[src/rtl/nb_sum_chain.sv]
// nb_sum_chain: streams x=a+b and y=a+b+x_prev through an elastic
// pipeline, with optional saturation and an output-change counter.
module nb_sum_chain #(
   parameter int WIDTH  = 32,
   parameter int STAGES = 2,
   parameter int SAT    = 0,
   parameter int CNT_W  = 16
) (
   input  logic             clk,
   input  logic             rst,
   input  logic             clr,
   input  logic             in_valid,
   output logic             in_ready,
   input  logic [WIDTH-1:0] a,
   input  logic [WIDTH-1:0] b,
   output logic             out_valid,
   input  logic             out_ready,
   output logic [WIDTH-1:0] x,
   output logic [WIDTH-1:0] y,
   output logic             ovf,
   output logic [CNT_W-1:0] chg_cnt
);

   localparam logic [WIDTH+1:0] MAX = {2'b00, {WIDTH{1'b1}}};

   typedef struct packed {
      logic [WIDTH-1:0] x;
      logic [WIDTH-1:0] y;
      logic             ovf;
   } smp_t;

   smp_t              d [STAGES];
   logic [STAGES-1:0] v;
   logic [STAGES-1:0] ld;
   logic [WIDTH-1:0]  x_prev;
   logic [WIDTH-1:0]  hist;
   logic [WIDTH+1:0]  s;
   logic [WIDTH+1:0]  t;
   smp_t              nxt;
   logic              acc;
   logic              xfer;
   logic [WIDTH-1:0]  lx;
   logic [WIDTH-1:0]  ly;
   logic [CNT_W-1:0]  cnt;

   // Load enables ripple back from the consumer: a stage may load
   // when it is empty or its content moves on this cycle.
   always_comb begin
      logic r;
      r  = out_ready;
      ld = '0;
      for (int k = STAGES - 1; k >= 0; k--) begin
         r     = !v[k] || r;
         ld[k] = r;
      end
   end

   assign in_ready  = ld[0];
   assign acc       = in_valid && ld[0];
   assign out_valid = v[STAGES-1];
   assign xfer      = out_valid && out_ready;
   assign x         = d[STAGES-1].x;
   assign y         = d[STAGES-1].y;
   assign ovf       = d[STAGES-1].ovf;
   assign chg_cnt   = cnt;

   // Sums in WIDTH+2 bits; a clear in the accept cycle zeroes history.
   always_comb begin
      hist    = clr ? '0 : x_prev;
      s       = {2'b00, a} + {2'b00, b};
      t       = s + {2'b00, hist};
      nxt.x   = (SAT != 0 && s > MAX) ? MAX[WIDTH-1:0] : s[WIDTH-1:0];
      nxt.y   = (SAT != 0 && t > MAX) ? MAX[WIDTH-1:0] : t[WIDTH-1:0];
      nxt.ovf = (s > MAX) || (t > MAX);
   end

   // Stage registers; data only moves alongside a valid token.
   always_ff @(posedge clk or posedge rst) begin
      if (rst) begin
         v <= '0;
         for (int k = 0; k < STAGES; k++) d[k] <= '0;
      end else begin
         if (ld[0]) begin
            v[0] <= acc;
            if (acc) d[0] <= nxt;
         end
         for (int k = 1; k < STAGES; k++) begin
            if (ld[k]) begin
               v[k] <= v[k-1];
               if (v[k-1]) d[k] <= d[k-1];
            end
         end
      end
   end

   // History follows input order, independent of back-pressure.
   always_ff @(posedge clk or posedge rst) begin
      if (rst)      x_prev <= '0;
      else if (acc) x_prev <= nxt.x;
      else if (clr) x_prev <= '0;
   end

   // Counts transfers whose pair differs from the last transferred pair.
   always_ff @(posedge clk or posedge rst) begin
      if (rst) begin
         cnt <= '0;
         lx  <= '0;
         ly  <= '0;
      end else if (clr) begin
         cnt <= '0;
         lx  <= '0;
         ly  <= '0;
      end else if (xfer) begin
         lx <= x;
         ly <= y;
         if ((x != lx || y != ly) && cnt != {CNT_W{1'b1}})
            cnt <= cnt + 1'b1;
      end
   end

endmodule
[config.mk]
export PLATFORM = sky130hd
export DESIGN_NAME = nb_sum_chain
export DESIGN_NICKNAME = d
export VERILOG_FILES = /design/src/rtl/nb_sum_chain.sv
export SDC_FILE = /design/constraint.sdc
export NUM_CORES = 1
export LEC_CHECK = 0
export BUFFER_PORTS_ARGS = -buffer_cell sky130_fd_sc_hd__buf_2
export CAP_MARGIN = 20
export CORE_UTILIZATION = 31
export DETAILED_ROUTE_END_ITERATION = 16
export GPL_ROUTABILITY_DRIVEN = 0
export PLACE_DENSITY = 0.48
export SLEW_MARGIN = 5
export SYNTH_ARGS = -nofsm -noshare
export SYNTH_HDL_FRONTEND = slang
export SYNTH_SLANG_ARGS = --single-unit
[constraint.sdc]
create_clock -name clk -period 16.65 [get_ports clk]
set_input_delay 0.8325 -clock clk [delete_from_list [all_inputs] [get_ports clk]]
set_output_delay 0.8325 -clock clk [all_outputs]
set_load 0.05 [all_outputs]
==> results of run 1 <==
==> cell families after synthesis <==
group           count (synthesis)
fa+ha+maj                      62
simple gates                  388
buf+inv                       142
compound gates                334
mux                            74
xor+xnor                      121
flops                         244
==> power by group through the flow <==
stage | logic (mW) | registers, mW | clock network, mW
2_1_floorplan | 0.733 | 0.845 | 0
3_3_place_gp | 0.859 | 0.893 | 0
3_5_place_dp | 0.864 | 0.898 | 0
4_1_cts | 0.867 | 0.887 | 0.610
5_1_grt | 0.922 | 0.908 | 0.632
6_report | 0.853 | 0.884 | 0.589
==> metrics by stage <==
stage	utilization, %	setup WS [ps]	std cells	power [mW]	cell area [sq um]
3_5_place_dp	33.4	11000	1997	1.76	14700
3_3_place_gp	33.4	11030	1997	1.75	14700
4_1_cts	35.3	11560	2043	2.36	15600
6_report	35.4	11550	2044	2.33	15600
5_1_grt	35.3	11190	2043	2.46	15600
2_1_floorplan	-	9120	1365	1.58	13800
==> routing by layer <==
layer / up-vias / wire length (um) / share of wire (%)
met2: 189 / 16300 / 43
met3: 34 / 1420 / 3.8
met5: - / 0 / 0
li1: 4939 / - / -
met4: 0 / 563 / 1.5
met1: 4923 / 19200 / 51
==> flip-flops by register name (all words and copies together), names as in the netlist <==
| signal | count |
|---|---|
| x_prev | 32 |
| d | 65 |
| lx | 32 |
| ovf | 1 |
| y | 32 |
| v | 2 |
| ly | 32 |
| chg_cnt | 16 |
| x | 32 |
==> layout make-up <==
cell class | count | area, sq um | area share (%)
well taps | 592 | 741 | 4.75
multi-input cells | 979 | 6980 | 44.8
diodes | 1 | 2.50 | 0.0160
flip-flops and latches | 244 | 6110 | 39.1
inverters | 24 | 97.6 | 0.626
clock inverters | 6 | 58.8 | 0.377
clock buffers | 40 | 805 | 5.16
repair buffers | 158 | 808 | 5.18
==> worst register-to-register path: cells and delay by family, from the launching register on <==
kind            cells  cell delay, ps
compound gates      8            1800
flops               1             320
fa+ha+maj           2             620
simple gates        4            1030
buf+inv             1              70
==> worst paths after layout <==
kind                           to      start  slack (ps)  cells past startpoint
setup / recovery            d[97]      a[11]       11550                     20
hold / removal               x[1]        rst         440                      2
setup reg to reg            d[94]  x_prev[0]       12700                     15
hold reg to reg            d[127]     d[127]         470                      2
max in group asynchronous  lx[15]        rst       13890                      4
min in group clk           d[127]     d[127]         470                      2
==> placed cells by master, fill, tap and decap left out, drive strengths merged, types with 4 or more instances in the layout <==
cell	instances
a21oi	58
and4	4
nand2b	16
nand3b	5
dfrtp	244
nand3	16
clkinv	4
clkbuf	40
nor2	69
a21bo	23
a22o	64
nor2b	38
nor3b	4
o21bai	4
or3	8
buf	158
a21o	23
nand2	169
o21ai	77
mux2i	5
xor2	90
a211oi	11
xnor2	29
mux2	69
o211ai	8
ha	60
a31oi	8
and2	6
inv	25
and3	10
nor3	8
nand4	10
o31ai	6
o21a	10
nor4	20
==> results_dict.tcl, run 1 <==
set metrics [dict create \
    status "finished, final reports clean" \
    max_stage_delay_ps 520 \
    ir_drop_mv 0.0731 \
    area_delta_synth_final_pct 12.7 \
    power_density_nw_per_um2 149 \
    holdWs_ps 437 \
    worstPathBufferInverterCount 1 \
    p_comb_share_pct 36.7 \
    finClkSkew_ps 11.3 \
    setup.worst_path.class "in -> reg" \
    insertion_delay_ps 540 \
    synthSimpleGateAreaFrac_pct 13.2 \
    min_period_ps 5100 \
    nFillCells 4592 \
    grt.busiest_layer "met1" \
    grt_max_degree 109 \
    portBuffers 151 \
    cts_resized 0 \
    vias_per_cell 4.93 \
    path_delay_family "compound AO/OA/AOI/OAI gates" \
    ios 152 \
    hpwl_um 27500 \
    critical_path_arrival_ps 5520 \
    use_met3_pct 1.79 \
    syn_nets 1496 \
    ys_seq_area_share_pct 44.1 \
    rsz0062_at_grt "no" \
    synth_top_area_share_pct 44.1 \
    cts_root_buf "clkbuf_16" \
    p_sw_share_pct 41.0 \
    htree_levels 1 \
    post-synth-top-area-cell "dfrtp_1" \
    synth_top_family_by_area "compound AO/OA/AOI/OAI gates" \
    ys.flop_type "dfrtp_1" \
    max-slew-margin-rel_pct 31.6 \
    synth_top_cells_by_count "dfrtp_1, nand2_1, xor2_1" \
    path_cells "buf_2 > ha_1 > a21oi_1 > a221oi_1 > o2111a_1 > o211ai_1 > a21oi_1 > o21ai_0 > a21boi_0 > o21ai_0 > nor2b_1 > xnor2_1 > ha_1 > nand2_1 > nand2_1 > a21o_1 > a221o_1 > a31oi_1 > xor2_1 > o21ai_1" \
    syn_area_sq_um 13800 \
    synth_most_common_cell "dfrtp_1" \
    postCtsSetupRepairBufs 0 \
    vias 10100 \
    critPathRequiredTime_ps 17060 \
    grt_pass1_wl_um 58800 \
    dieArea_sq_um 45500 \
    cp_max_fo 9 \
    synth_xor_area_share_pct 7.86 \
    setup_viol 0 \
    met2_usage_pct 24.5 \
    cap_violations 0 \
    intPower_mw 1.37 \
    fin_crit_sh_pct 30.7 \
    layout-drive-gt1-share_pct 21.3 \
    drtPass1Iterations 5 \
    drtIter0Drc 579 \
    numClockSinks 244 \
    die_y_um 213 \
    die_width_um 213 \
    ant_nets 0 \
    grtUsageTotal_pct 16.6 \
    wl_per_cell_um 18.4 \
    finalSetupTns_ps 0 \
    grt_use_met1_pct 25.6 \
    tightest_slew_ps 1030 \
    rows 77 \
    path_clk_slew_ps 60 \
    antenna_found_initial 1 \
    overflow 0 \
    power.switching_uw 955 \
    syn_inst 1365 \
    cp-start-kind "input pin" \
    routed_wirelength_um 37500 \
    synth_compound_area_share_pct 17.5 \
    max_clock_freq_ghz 0.196 \
    yosys-top-cells-area "dfrtp_1, xor2_1, mux2_2, ha_1, nand2_1" \
    synth_warnings 0 \
    end_kind "register" \
    nNetsFinal 1565 \
    synthArstFlopShare_pct 100 \
    p_leak_nw 7.49 \
    start_util_pct 31.4 \
    synth_area_per_cell_sq_um 10.1 \
    slew_viol_final 0 \
    grt_pass1_vias 9942 \
    synth_fa_ha_area_share_pct 5.71 \
    pwr-share-clk_pct 25.3 \
    cts_hold_buf 0 \
    synth.area.mux_share_pct 5.98 \
    cts_buffers 27 \
    synth_edf_count 0 \
    route.detailed.drc 0 \
    hold_viol_final 0 \
    ys_ff_latch 244 \
    clock_path_buffers 3 \
    hold_class "in -> async" \
    core_sq_um 44100 \
    cts_tree "built" \
    seqPwrFrac_pct 38.0 \
    cpMaxStageDelayCell "a221oi_1" \
    synth_cell_types 71 \
]
(Power assumes the default switching activity.)
==> run 2: changes to the inputs <==
Settings changed: ABC_AREA set to 1, PLACE_DENSITY 0.48 to 0.47.
Clock period 16.65 ns to 5.3 ns, I/O delays scaled along.
==> results_dict.tcl, run 2 <==
set metrics [dict create \
    ios 152 \
    portBuffers 151 \
    slew_viol_final 0 \
    vias 11900 \
    path_cells "buf_2 > ha_1 > nand2_1 > nor2_1 > nand2_1 > nor2_1 > nand2_1 > nand3_1 > a21oi_1 > o21ai_0 > a21oi_1 > xnor2_1 > ha_1 > nand2_1 > nor2_1 > inv_1 > nor2_1 > nand3_1 > nand3_1 > nand2_1 > nand3_1 > nand2_1" \
    layout-drive-gt1-share_pct 14.6 \
    path_delay_family "simple AND/OR/NAND/NOR gates" \
    fin_crit_sh_pct 63.8 \
    r2r_cells 10 \
    cts_tree "built" \
    final_common_cell "nand2_1" \
    grt_pass1_vias 11700 \
    synth_cell_types 47 \
    ant_nets 0 \
    start_util_pct 31.6 \
    p_leak_nw 8.44 \
    clock_path_buffers 3 \
    largest_register_ffs 65 \
    diodes 0 \
    nFillCells 4838 \
    setup_viol 0 \
    wl_per_cell_um 16.7 \
    synth_most_common_cell "nand2_1" \
    worstPathBufferInverterCount 2 \
    hold_viol_final 0 \
    synth_edf_count 0 \
    yosys-top-cells-area "dfrtp_1, nand2_1, inv_1, ha_1, xor2_1" \
    numClockSinks 244 \
    power_density_nw_per_um2 476 \
    syn_nets 1957 \
    route.detailed.drc 0 \
    dieArea_sq_um 47300 \
    core_sq_um 45600 \
    worstHoldEndpoint "v[1]" \
    synthArstFlopShare_pct 100 \
    insertion_delay_ps 550 \
    rrSetupSlack_ps 2000 \
    max_clock_freq_ghz 0.296 \
    routed_wirelength_um 42100 \
    max-slew-margin-rel_pct 35.0 \
    syn_area_sq_um 14400 \
    htree_levels 1 \
    regMostFlops "d" \
    postCtsSetupRepairBufs 0 \
    critical_path_arrival_ps 3820 \
    seq_area_sq_um 6110 \
    grt_max_degree 169 \
    synth_area_per_cell_sq_um 7.88 \
    path_clk_slew_ps 60 \
    finClkSkew_ps 17.7 \
    drtIter0Drc 584 \
    ys.flop_type "dfrtp_1" \
    setup.worst_path.class "in -> reg" \
    ys_seq_area_share_pct 42.4 \
    critPathRequiredTime_ps 5730 \
    max_stage_delay_ps 390 \
    rows 78 \
    r2r_end "chg_cnt[12]" \
    post-synth-top-area-cell "dfrtp_1" \
    min_period_ps 3380 \
    grtUsageTotal_pct 17.9 \
    vias_per_cell 4.73 \
    hold_class "in -> reg" \
    r2r-start "x[14]" \
    cp-start-kind "input pin" \
    rsz0062_at_grt "no" \
    ys_ff_latch 244 \
    die_y_um 218 \
    syn_inst 1826 \
    hold_depth 4 \
    hp-start "out_ready" \
    tightest_slew_ps 975 \
    antenna_found_initial 0 \
    overflow 0 \
    die_width_um 218 \
    area_delta_synth_final_pct 13.4 \
    synth_top_cells_by_count "nand2_1, dfrtp_1, inv_1, o21ai_0, nand3_1" \
    holdWs_ps 120 \
    cts_resized 0 \
    finalSetupTns_ps 0 \
    grt_pass1_wl_um 66800 \
    synth_warnings 0 \
    final_cell_mix "nand2_1, dfrtp_1, inv_1, buf_2, o21ai_0" \
    ir_drop_mv 0.253 \
    end_kind "register" \
    cap_violations 0 \
    hpwl_um 31800 \
    nNetsFinal 2029 \
    drtPass1Iterations 5 \
    cp_common_cell "nand2_1" \
    synth_top_area_share_pct 42.4 \
    cts_root_buf "clkbuf_16" \
    cpMaxStageDelayCell "ha_1" \
    status "finished, final reports clean" \
    cp_max_fo 6 \
    cts_buffers 28 \
    multiInputGateArea_sq_um 6770 \
]
==> run 2: cell types whose count changed after synthesis, sizes merged, moves of 27 or more <==
cell   previous run  this run
nand2           169       475
inv              24       224
nand3            16       130
a22o             64         0
o21ai            77       137
nor2             69       120
mux2             69        24
nor2b            38         0
a21oi            58        94
o22ai             1        28
==> run 2: layout make-up <==
type | count | area share [%]
Clock inverter | 9 | 0.981
Tap cell | 600 | 4.60
Inverter | 224 | 5.17
Timing Repair Buffer | 161 | 5.18
Sequential cell | 244 | 37.4
Multi-Input combinational cell | 1239 | 41.5
Clock buffer | 42 | 5.23
==> run 2: cells by family (layout without fill, tap and decap cells) <==
logic type	Yosys count	count (layout)	synth area share, %
compound gates	284	284	10.7
flops	244	244	42.4
fa+ha+maj	62	62	5.49
buf+inv	343	436	10.6
simple gates	780	780	23.4
xor+xnor	89	89	5.41
mux	24	24	1.88
==> run 2: routing by layer <==
metal / up-vias / wire length [um] / track usage, %
met5: - / 0 / 0
met4: 0 / 766 / 3.92
met3: 45 / 1440 / 1.70
met2: 238 / 19000 / 28.6
met1: 5607 / 21000 / 26.2
li1: 6013 / - / -
==> run 2: worst max-delay path by stage <==
stage	startpoint	to	slack (ps)	cells past startpoint
floorplan	rst	chg_cnt[0]	1830	1
global placement	a[17]	d[97]	1350	22
detailed placement	a[0]	d[97]	1370	28
CTS	x[14]	chg_cnt[12]	1790	10
global route	a[19]	d[97]	1520	22
finish	a[17]	d[97]	1920	22
==> run 2: power breakdown <==
group          leakage, nW  switching [mW]  total (mW)  internal (mW)
Clock                0.501           0.790        2.09           1.30
Combinational         4.83            2.09        2.91          0.820
Sequential            3.11           0.434        2.77           2.33
==> run 2: tightest hold or removal path, stage by stage <==
cell and delay, ps:
buf_2 130, inv_1 60, nand2_1 110, nand2_1 60
==> run 2: timing repair <==
action	CTS	global route
hold endpoints to repair	20	0
hold buffers	1	0
setup endpoints to repair	0	0
==> run 2: through the flow <==
stage / setup WS, ps / cells / cell area, sq um / power [mW] / util, %
floorplan: 1830 / 1826 / 14400 / 5.09 / -
global placement: 1350 / 2467 / 15300 / 5.72 / 33.6
detailed placement: 1370 / 2467 / 15300 / 5.74 / 33.6
CTS: 1790 / 2519 / 16300 / 7.87 / 35.8
global route: 1520 / 2519 / 16300 / 8.25 / 35.8
finish: 1920 / 2519 / 16300 / 7.77 / 35.8
